===== src/rtl/mat_pkg.sv =====
// Shared constants, FSM state type and element addressing helpers for
// the 5x5 signed 8-bit matrix multiplier front end.
package mat_pkg;

    localparam int MAT_N     = 5;
    localparam int MAT_W     = 8;
    localparam int MAT_ELEMS = MAT_N * MAT_N;
    localparam int MAT_BITS  = MAT_ELEMS * MAT_W;

    typedef enum logic [1:0] {
        ST_IDLE = 2'd0,
        ST_RUN  = 2'd1,
        ST_DONE = 2'd2
    } mat_state_t;

    // Bit offset of element k inside a flattened 200-bit matrix bus
    function automatic int elem_off(input logic [4:0] idx);
        return int'(idx) * MAT_W;
    endfunction

    // True when an element index addresses one of the 25 real elements
    function automatic logic idx_ok(input logic [4:0] idx);
        return int'(idx) < MAT_ELEMS;
    endfunction

endpackage


===== src/rtl/mat_mul_ctrl_if.sv =====
// Bus bundle between the HPS-side host / multiplier core (master) and
// the mat_mul_ctrl front end (slave).
interface mat_mul_ctrl_if;

    logic                        wr_en;
    logic                        wr_sel;
    logic [4:0]                  wr_addr;
    logic [7:0]                  wr_data;
    logic                        clr;
    logic                        start;
    logic [4:0]                  rd_addr;
    logic [7:0]                  rd_data;
    logic                        busy;
    logic                        result_valid;
    logic                        overflow;
    logic                        err;
    logic [mat_pkg::MAT_BITS-1:0] mat_a;
    logic [mat_pkg::MAT_BITS-1:0] mat_b;
    logic                        mul_en;
    logic                        mul_done;
    logic                        mul_ovf;
    logic [mat_pkg::MAT_BITS-1:0] mul_out;

    modport master (
        output wr_en, wr_sel, wr_addr, wr_data, clr, start, rd_addr,
               mul_done, mul_ovf, mul_out,
        input  rd_data, busy, result_valid, overflow, err,
               mat_a, mat_b, mul_en
    );

    modport slave (
        input  wr_en, wr_sel, wr_addr, wr_data, clr, start, rd_addr,
               mul_done, mul_ovf, mul_out,
        output rd_data, busy, result_valid, overflow, err,
               mat_a, mat_b, mul_en
    );

endinterface


===== src/rtl/mat_bank.sv =====
// 25 x 8-bit operand register bank with byte write port, synchronous
// clear and a flattened 200-bit view for the multiplier.
module mat_bank
    import mat_pkg::*;
(
    input  logic                clk,
    input  logic                rst,
    input  logic                clr,
    input  logic                we,
    input  logic [4:0]          waddr,
    input  logic [MAT_W-1:0]    wdata,
    output logic [MAT_BITS-1:0] flat
);

    logic [MAT_BITS-1:0] bank_q;

    // Clear wipes the bank; otherwise store one element, dropping out-of-range indices
    always_ff @(posedge clk) begin
        if (rst || clr) begin
            bank_q <= '0;
        end else if (we && idx_ok(waddr)) begin
            bank_q[elem_off(waddr) +: MAT_W] <= wdata;
        end
    end

    assign flat = bank_q;

endmodule


===== src/rtl/mat_mul_ctrl.sv =====
// Front-end controller for the 5x5 signed 8-bit matrix multiplier.
// Loads operand banks A/B, runs the en/done handshake, captures the
// product and overflow, and serves product elements by index.
// Optional watchdog on the RUN state is compiled in with MAT_TIMEOUT_EN.
module mat_mul_ctrl
    import mat_pkg::*;
#(
    parameter int TIMEOUT = 64
) (
    input  logic          clk,
    input  logic          rst,
    mat_mul_ctrl_if.slave bus
);

    mat_state_t          state_q, state_d;
    logic                run_first_q;
    logic                go, accept, timeout_hit;
    logic                wr_ok, clr_ok;
    logic [MAT_BITS-1:0] product_q;
    logic                result_valid_q, overflow_q;
    logic [MAT_W-1:0]    rd_data_q;
    logic [MAT_BITS-1:0] bank_a_flat, bank_b_flat;

    // Operands are frozen while the multiplier runs, so writes and clear only act outside RUN
    assign wr_ok  = bus.wr_en && (state_q != ST_RUN);
    assign clr_ok = bus.clr && (state_q != ST_RUN);
    assign go     = bus.start && !bus.clr && (state_q != ST_RUN);
    // A done seen on the first RUN cycle may be left over from the previous run
    assign accept = (state_q == ST_RUN) && !run_first_q && bus.mul_done;

    // State register
    always_ff @(posedge clk) begin
        if (rst) begin
            state_q <= ST_IDLE;
        end else begin
            state_q <= state_d;
        end
    end

    // Next-state logic
    always_comb begin
        state_d = state_q;
        case (state_q)
            ST_IDLE, ST_DONE: begin
                if (go) state_d = ST_RUN;
            end
            ST_RUN: begin
                if (accept)           state_d = ST_DONE;
                else if (timeout_hit) state_d = ST_IDLE;
            end
            default: state_d = ST_IDLE;
        endcase
    end

    // Marks the first RUN cycle so a stale done is not taken
    always_ff @(posedge clk) begin
        if (rst) begin
            run_first_q <= 1'b0;
        end else begin
            run_first_q <= go;
        end
    end

`ifdef MAT_TIMEOUT_EN
    localparam int CW = $clog2(TIMEOUT + 1);

    logic [CW-1:0] run_cnt_q;
    logic          err_q;

    // Counts RUN cycles, restarting from zero on every entry into RUN
    always_ff @(posedge clk) begin
        if (rst || state_q != ST_RUN) begin
            run_cnt_q <= '0;
        end else begin
            run_cnt_q <= run_cnt_q + CW'(1);
        end
    end

    assign timeout_hit = (state_q == ST_RUN) && !accept && (run_cnt_q == CW'(TIMEOUT - 1));

    // Sticky watchdog flag, cleared by clear or by a new start
    always_ff @(posedge clk) begin
        if (rst) begin
            err_q <= 1'b0;
        end else if (clr_ok || go) begin
            err_q <= 1'b0;
        end else if (timeout_hit) begin
            err_q <= 1'b1;
        end
    end

    assign bus.err = err_q;
`else
    assign timeout_hit = 1'b0;
    assign bus.err     = 1'b0;
`endif

    // Product capture and result status flags
    always_ff @(posedge clk) begin
        if (rst) begin
            product_q      <= '0;
            result_valid_q <= 1'b0;
            overflow_q     <= 1'b0;
        end else if (clr_ok || go) begin
            result_valid_q <= 1'b0;
            overflow_q     <= 1'b0;
        end else if (accept) begin
            product_q      <= bus.mul_out;
            overflow_q     <= bus.mul_ovf;
            result_valid_q <= 1'b1;
        end
    end

    // Registered product read port, zero for bad index or no valid result
    always_ff @(posedge clk) begin
        if (rst) begin
            rd_data_q <= '0;
        end else if (result_valid_q && idx_ok(bus.rd_addr)) begin
            rd_data_q <= product_q[elem_off(bus.rd_addr) +: MAT_W];
        end else begin
            rd_data_q <= '0;
        end
    end

    mat_bank u_bank_a (
        .clk   (clk),
        .rst   (rst),
        .clr   (clr_ok),
        .we    (wr_ok && !bus.wr_sel),
        .waddr (bus.wr_addr),
        .wdata (bus.wr_data),
        .flat  (bank_a_flat)
    );

    mat_bank u_bank_b (
        .clk   (clk),
        .rst   (rst),
        .clr   (clr_ok),
        .we    (wr_ok && bus.wr_sel),
        .waddr (bus.wr_addr),
        .wdata (bus.wr_data),
        .flat  (bank_b_flat)
    );

    assign bus.mat_a        = bank_a_flat;
    assign bus.mat_b        = bank_b_flat;
    assign bus.busy         = (state_q == ST_RUN);
    assign bus.mul_en       = (state_q == ST_RUN);
    assign bus.result_valid = result_valid_q;
    assign bus.overflow     = overflow_q;
    assign bus.rd_data      = rd_data_q;

endmodule


===== src/flat_wrapper.sv =====
// flat-port wrapper written by rule: the top's interface ports become plain ports
module mat_mul_ctrl_flat import mat_pkg::*;
#(
    parameter int TIMEOUT = 64
)
  (clk, rst, bus_wr_en, bus_wr_sel, bus_wr_addr, bus_wr_data, bus_clr, bus_start, bus_rd_addr, bus_mul_done, bus_mul_ovf, bus_mul_out, bus_rd_data, bus_busy, bus_result_valid, bus_overflow, bus_err, bus_mat_a, bus_mat_b, bus_mul_en);
  mat_mul_ctrl_if bus_i ();
  input  logic clk;
  input  logic rst;
  input wire logic [$bits(bus_i.wr_en)-1:0] bus_wr_en;
  input wire logic [$bits(bus_i.wr_sel)-1:0] bus_wr_sel;
  input wire logic [$bits(bus_i.wr_addr)-1:0] bus_wr_addr;
  input wire logic [$bits(bus_i.wr_data)-1:0] bus_wr_data;
  input wire logic [$bits(bus_i.clr)-1:0] bus_clr;
  input wire logic [$bits(bus_i.start)-1:0] bus_start;
  input wire logic [$bits(bus_i.rd_addr)-1:0] bus_rd_addr;
  input wire logic [$bits(bus_i.mul_done)-1:0] bus_mul_done;
  input wire logic [$bits(bus_i.mul_ovf)-1:0] bus_mul_ovf;
  input wire logic [$bits(bus_i.mul_out)-1:0] bus_mul_out;
  output wire logic [$bits(bus_i.rd_data)-1:0] bus_rd_data;
  output wire logic [$bits(bus_i.busy)-1:0] bus_busy;
  output wire logic [$bits(bus_i.result_valid)-1:0] bus_result_valid;
  output wire logic [$bits(bus_i.overflow)-1:0] bus_overflow;
  output wire logic [$bits(bus_i.err)-1:0] bus_err;
  output wire logic [$bits(bus_i.mat_a)-1:0] bus_mat_a;
  output wire logic [$bits(bus_i.mat_b)-1:0] bus_mat_b;
  output wire logic [$bits(bus_i.mul_en)-1:0] bus_mul_en;
  assign bus_i.wr_en = bus_wr_en;
  assign bus_i.wr_sel = bus_wr_sel;
  assign bus_i.wr_addr = bus_wr_addr;
  assign bus_i.wr_data = bus_wr_data;
  assign bus_i.clr = bus_clr;
  assign bus_i.start = bus_start;
  assign bus_i.rd_addr = bus_rd_addr;
  assign bus_i.mul_done = bus_mul_done;
  assign bus_i.mul_ovf = bus_mul_ovf;
  assign bus_i.mul_out = bus_mul_out;
  assign bus_rd_data = bus_i.rd_data;
  assign bus_busy = bus_i.busy;
  assign bus_result_valid = bus_i.result_valid;
  assign bus_overflow = bus_i.overflow;
  assign bus_err = bus_i.err;
  assign bus_mat_a = bus_i.mat_a;
  assign bus_mat_b = bus_i.mat_b;
  assign bus_mul_en = bus_i.mul_en;
  mat_mul_ctrl #(.TIMEOUT(TIMEOUT)) u_core (.clk(clk), .rst(rst), .bus(bus_i));
endmodule

===== config.mk =====
export PLATFORM = sky130hd
export DESIGN_NAME = mat_mul_ctrl_flat
export DESIGN_NICKNAME = d
export VERILOG_FILES = /design/src/rtl/mat_pkg.sv /design/src/rtl/mat_mul_ctrl_if.sv /design/src/rtl/mat_bank.sv /design/src/rtl/mat_mul_ctrl.sv /design/src/flat_wrapper.sv
export SDC_FILE = /design/constraint.sdc
export NUM_CORES = 1
export LEC_CHECK = 0
export ABC_AREA = 0
export CORE_AREA = 2 2 251 253
export DETAILED_ROUTE_END_ITERATION = 6
export DIE_AREA = 0 0 253 255
export GPL_TIMING_DRIVEN = 1
export PLACE_DENSITY = 0.75
export SKIP_LAST_GASP = 1
export SYNTH_ARGS = -nofsm -noshare
export SYNTH_HDL_FRONTEND = slang
export SYNTH_HIERARCHICAL = 1
export SYNTH_SLANG_ARGS = --single-unit

===== constraint.sdc =====
create_clock -name clk -period 3.7 [get_ports clk]
set_clock_uncertainty 0.2 [all_clocks]
set_input_delay 0.74 -clock clk [delete_from_list [all_inputs] [get_ports clk]]
set_output_delay 0.74 -clock clk [all_outputs]
set_load 0.01 [all_outputs]

==> insert_results.sql <==
INSERT INTO impl_metrics (metric_group, metric, value, unit) VALUES
('outcome', 'status', 'finished, final reports clean', ''),
('power', 'report.power.total', '14.9', 'mW'),
('synth', 'synth.largest_area_cell', 'sky130_fd_sc_hd__dfxtp_1', ''),
('clock_tree', 'tritoncts_clock_tree', 'yes', ''),
('placed_design', 'post-dp-hpwl', '72600', 'µm'),
('sta', 'post-route-min-period', '3300', 'ps'),
('sta', 'tightest_slew', '1300', 'ps'),
('critical_path', 'crit_path_cell_trace', 'clkdlybuf4s50_1 -> inv_1 -> ha_1 -> nor4b_4 -> buf_12 -> nor3_1 -> nand4_1 -> a21oi_1', ''),
('clock_tree', 'ctsLongestPathBuffers', '3', ''),
('critical_path', 'worstSetupEndpoint', 'u_core/u_bank_a/flat[143]', ''),
('clock_tree', 'cts.hold.buffers_added', '0', ''),
('critical_path', 'worstSetupPathType', 'input pin to flip-flop', ''),
('synth', 'synthDominantCellAreaShare', '0.480', ''),
('critical_path', 'critPathLaunch', 'bus_wr_addr[0]', ''),
('drt', 'met3RoutedLength', '9830', 'µm'),
('floorplan', 'num_rows', '92', ''),
('grt', 'first_global_vias', '23123', ''),
('floorplan', 'ios', '639', ''),
('floorplan', 'start_util', '0.411', ''),
('grt', 'grt_use_total', '0.293', ''),
('critical_path', 'critPathMaxFanout', '17', ''),
('clock_tree', 'cts-buffers-inserted', '67', ''),
('drt', 'dr.max_layer_used', 'met5', ''),
('sta', 'postLayoutSetupSlackWorst', '398', 'ps'),
('flow_run', 'cap_viol_max_count', '0', ''),
('finish', 'layout_cells_sized_above_1', '0.101', ''),
('clock_tree', 'clock_latency', '600', 'ps'),
('power', 'leakagePower', '13.3', 'nW'),
('sta', 'timing.final.hold_violations', '0', ''),
('finish', 'final_common_cell', 'sky130_fd_sc_hd__nand2_1', ''),
('drt', 'drt_first_iter_violations', '2396', ''),
('synth', 'asyncSetResetFlopFracSynth', '0', ''),
('placed_design', 'place_congestion', '0.918', ''),
('drt', 'route.detailed.wl_per_inst', '22.6', 'µm'),
('grt', 'first_pass_grt_wire_length', '144000', 'µm'),
('clock_tree', 'clock_sink_count', '613', ''),
('drt', 'via_count', '24653', ''),
('synth', 'ys_ff_latch', '613', ''),
('synth', 'ys_dominant_reg_cell', 'sky130_fd_sc_hd__dfxtp_1', ''),
('drt', 'drt_first_pass_iters', '6', ''),
('sta', 'timing.setup.tns', '0', 'ps'),
('floorplan', 'die_h', '255', 'µm'),
('worst_hold_path', 'worstHoldPathType', 'flip-flop to flip-flop', ''),
('drt', 'via_per_inst', '5.62', ''),
('critical_path', 'setup.reg_to_reg.worst_slack', '1000', 'ps'),
('grt', 'antenna_violations_before_repair', '4', ''),
('finish', 'layout_common_cells', 'sky130_fd_sc_hd__nand2_1 (701), sky130_fd_sc_hd__clkdlybuf4s50_1 (633), sky130_fd_sc_hd__dfxtp_1 (613)', ''),
('power', 'peak_ir_drop_on_the_vdd_network', '0.302', 'mV'),
('clock_tree', 'cts.clk_slew.worst_paths', '60', 'ps'),
('drt', 'dr_drc_count', '0', ''),
('synth', 'synthesis.instances', '2916', ''),
('placed_design', 'place.detailed.instances', '4266', ''),
('sta', 'slew_viol_final', '0', ''),
('critical_path', 'arrival', '3630', 'ps'),
('placed_design', 'dp_worst_setup_slack', '-111', 'ps'),
('drt', 'met2_length', '46800', 'µm'),
('drt', 'drt.antenna.violating_nets', '0', ''),
('grt', 'grt_start_max_net_pins', '157', ''),
('sta', 'grt_setup_unrepaired', 'no', ''),
('finish', 'fillers', '5404', ''),
('synth', 'synthesized_cell_area', '25600', 'µm²'),
('drt', 'aggregate_routed_wire_length', '99000', 'µm'),
('grt', 'grt-ovfl-total', '0', ''),
('clock_tree', 'post-cts-setup-buffer-count', '0', ''),
('synth', 'avgSynthCellArea', '8.77', 'µm²'),
('critical_path', 'ff2ff_path_depth', '8', ''),
('sta', 'setup_viol', '0', ''),
('clock_tree', 'htreeDepth', '3', ''),
('drt', 'm1WireLength', '36800', 'µm'),
('critical_path', 'critical_path.max_stage_delay', '1020', 'ps'),
('critical_path', 'crit_path_top_delay_cell', 'sky130_fd_sc_hd__nor3_1', '');
-- cell usage after synthesis, drive strengths merged (7+ instances only) --
cell,n
nand3,142
mux4,27
inv,13
a21o,7
a22oi,25
and3,7
dfxtp,613
clkbuf,179
o22ai,7
o21ai,153
and2,14
nand2b,13
mux2i,276
ha,7
nor3,22
nor2b,7
nor3b,13
a21oi,383
or4bb,7
a311oi,7
nor2,34
buf,81
nand4,105
nand2,701
nor4,16
-- flip-flops by register name (all words and copies together) (netlist names) --
signal / cells
u_core/bus.result_valid: 1
u_core/state_q: 2
u_core/bus.rd_data: 8
u_core/run_first_q: 1
u_core/bus.overflow: 1
u_core/u_bank_a/flat: 200
u_core/u_bank_b/flat: 200
u_core/product_q: 200
-- routing by layer --
layer | vias up | track usage
met5 | - | 0
met4 | 2 | 0.148
met3 | 261 | 0.0823
met2 | 1318 | 0.491
met1 | 11664 | 0.345
li1 | 11408 | -
-- area by class of cell --
type                            instances  area (µm²)  area share
Multi-Input combinational cell       2030       12200       0.341
Tap cell                              799        1000      0.0280
Clock buffer                           93        1940      0.0542
Timing Repair Buffer                  811        7980       0.223
Inverter                               13        48.8     0.00136
Sequential cell                       613       12300       0.343
Antenna cell                            2        5.00    0.000140
Clock inverter                         26         323     0.00903
-- critical path, delay by kind of cell --
family / cells / cell delay [ps]
adder cells (fa/ha/maj): 1 / 350
buffers and inverters: 3 / 940
AO/OA/AOI/OAI: 1 / 170
AND/OR/NAND/NOR: 3 / 1430
-- kinds of logic after synthesis --
| logic type | synth area share |
|---|---|
| buffers and inverters | 0.0462 |
| XOR/XNOR | 0.00196 |
| AND/OR/NAND/NOR | 0.205 |
| flip-flops | 0.480 |
| other | 0.000147 |
| adder cells (fa/ha/maj) | 0.00343 |
| AO/OA/AOI/OAI | 0.129 |
| multiplexers | 0.134 |
-- per-stage QoR --
stage                util  cell area [µm²]  hold WS (ps)
finish              0.575            35800           252
CTS                 0.575            35800           252
global placement    0.539            33500           238
floorplan               -            25600           232
detailed placement  0.539            33500           244
global route        0.575            35800           266
-- worst min path at each step --
stage | from | to | slack [ps] | cells after the start
final | u_core/product_q[82] | u_core/product_q[82] | 250 | 2
after CTS | u_core/product_q[166] | u_core/product_q[166] | 250 | 2
after detailed placement | u_core/u_bank_b/flat[1] | u_core/u_bank_b/flat[1] | 240 | 2
after global placement | u_core/u_bank_b/flat[0] | u_core/u_bank_b/flat[0] | 240 | 2
after floorplan | u_core/product_q[158] | u_core/product_q[158] | 230 | 2
after global routing | u_core/product_q[43] | u_core/product_q[43] | 270 | 2
-- power breakdown --
group | total (mW) | internal, mW | switching [mW]
logic | 1.31 | 0.515 | 0.792
registers | 6.69 | 6.66 | 0.0327
clock network | 6.88 | 4.10 | 2.78
(Power assumes the default switching activity.)
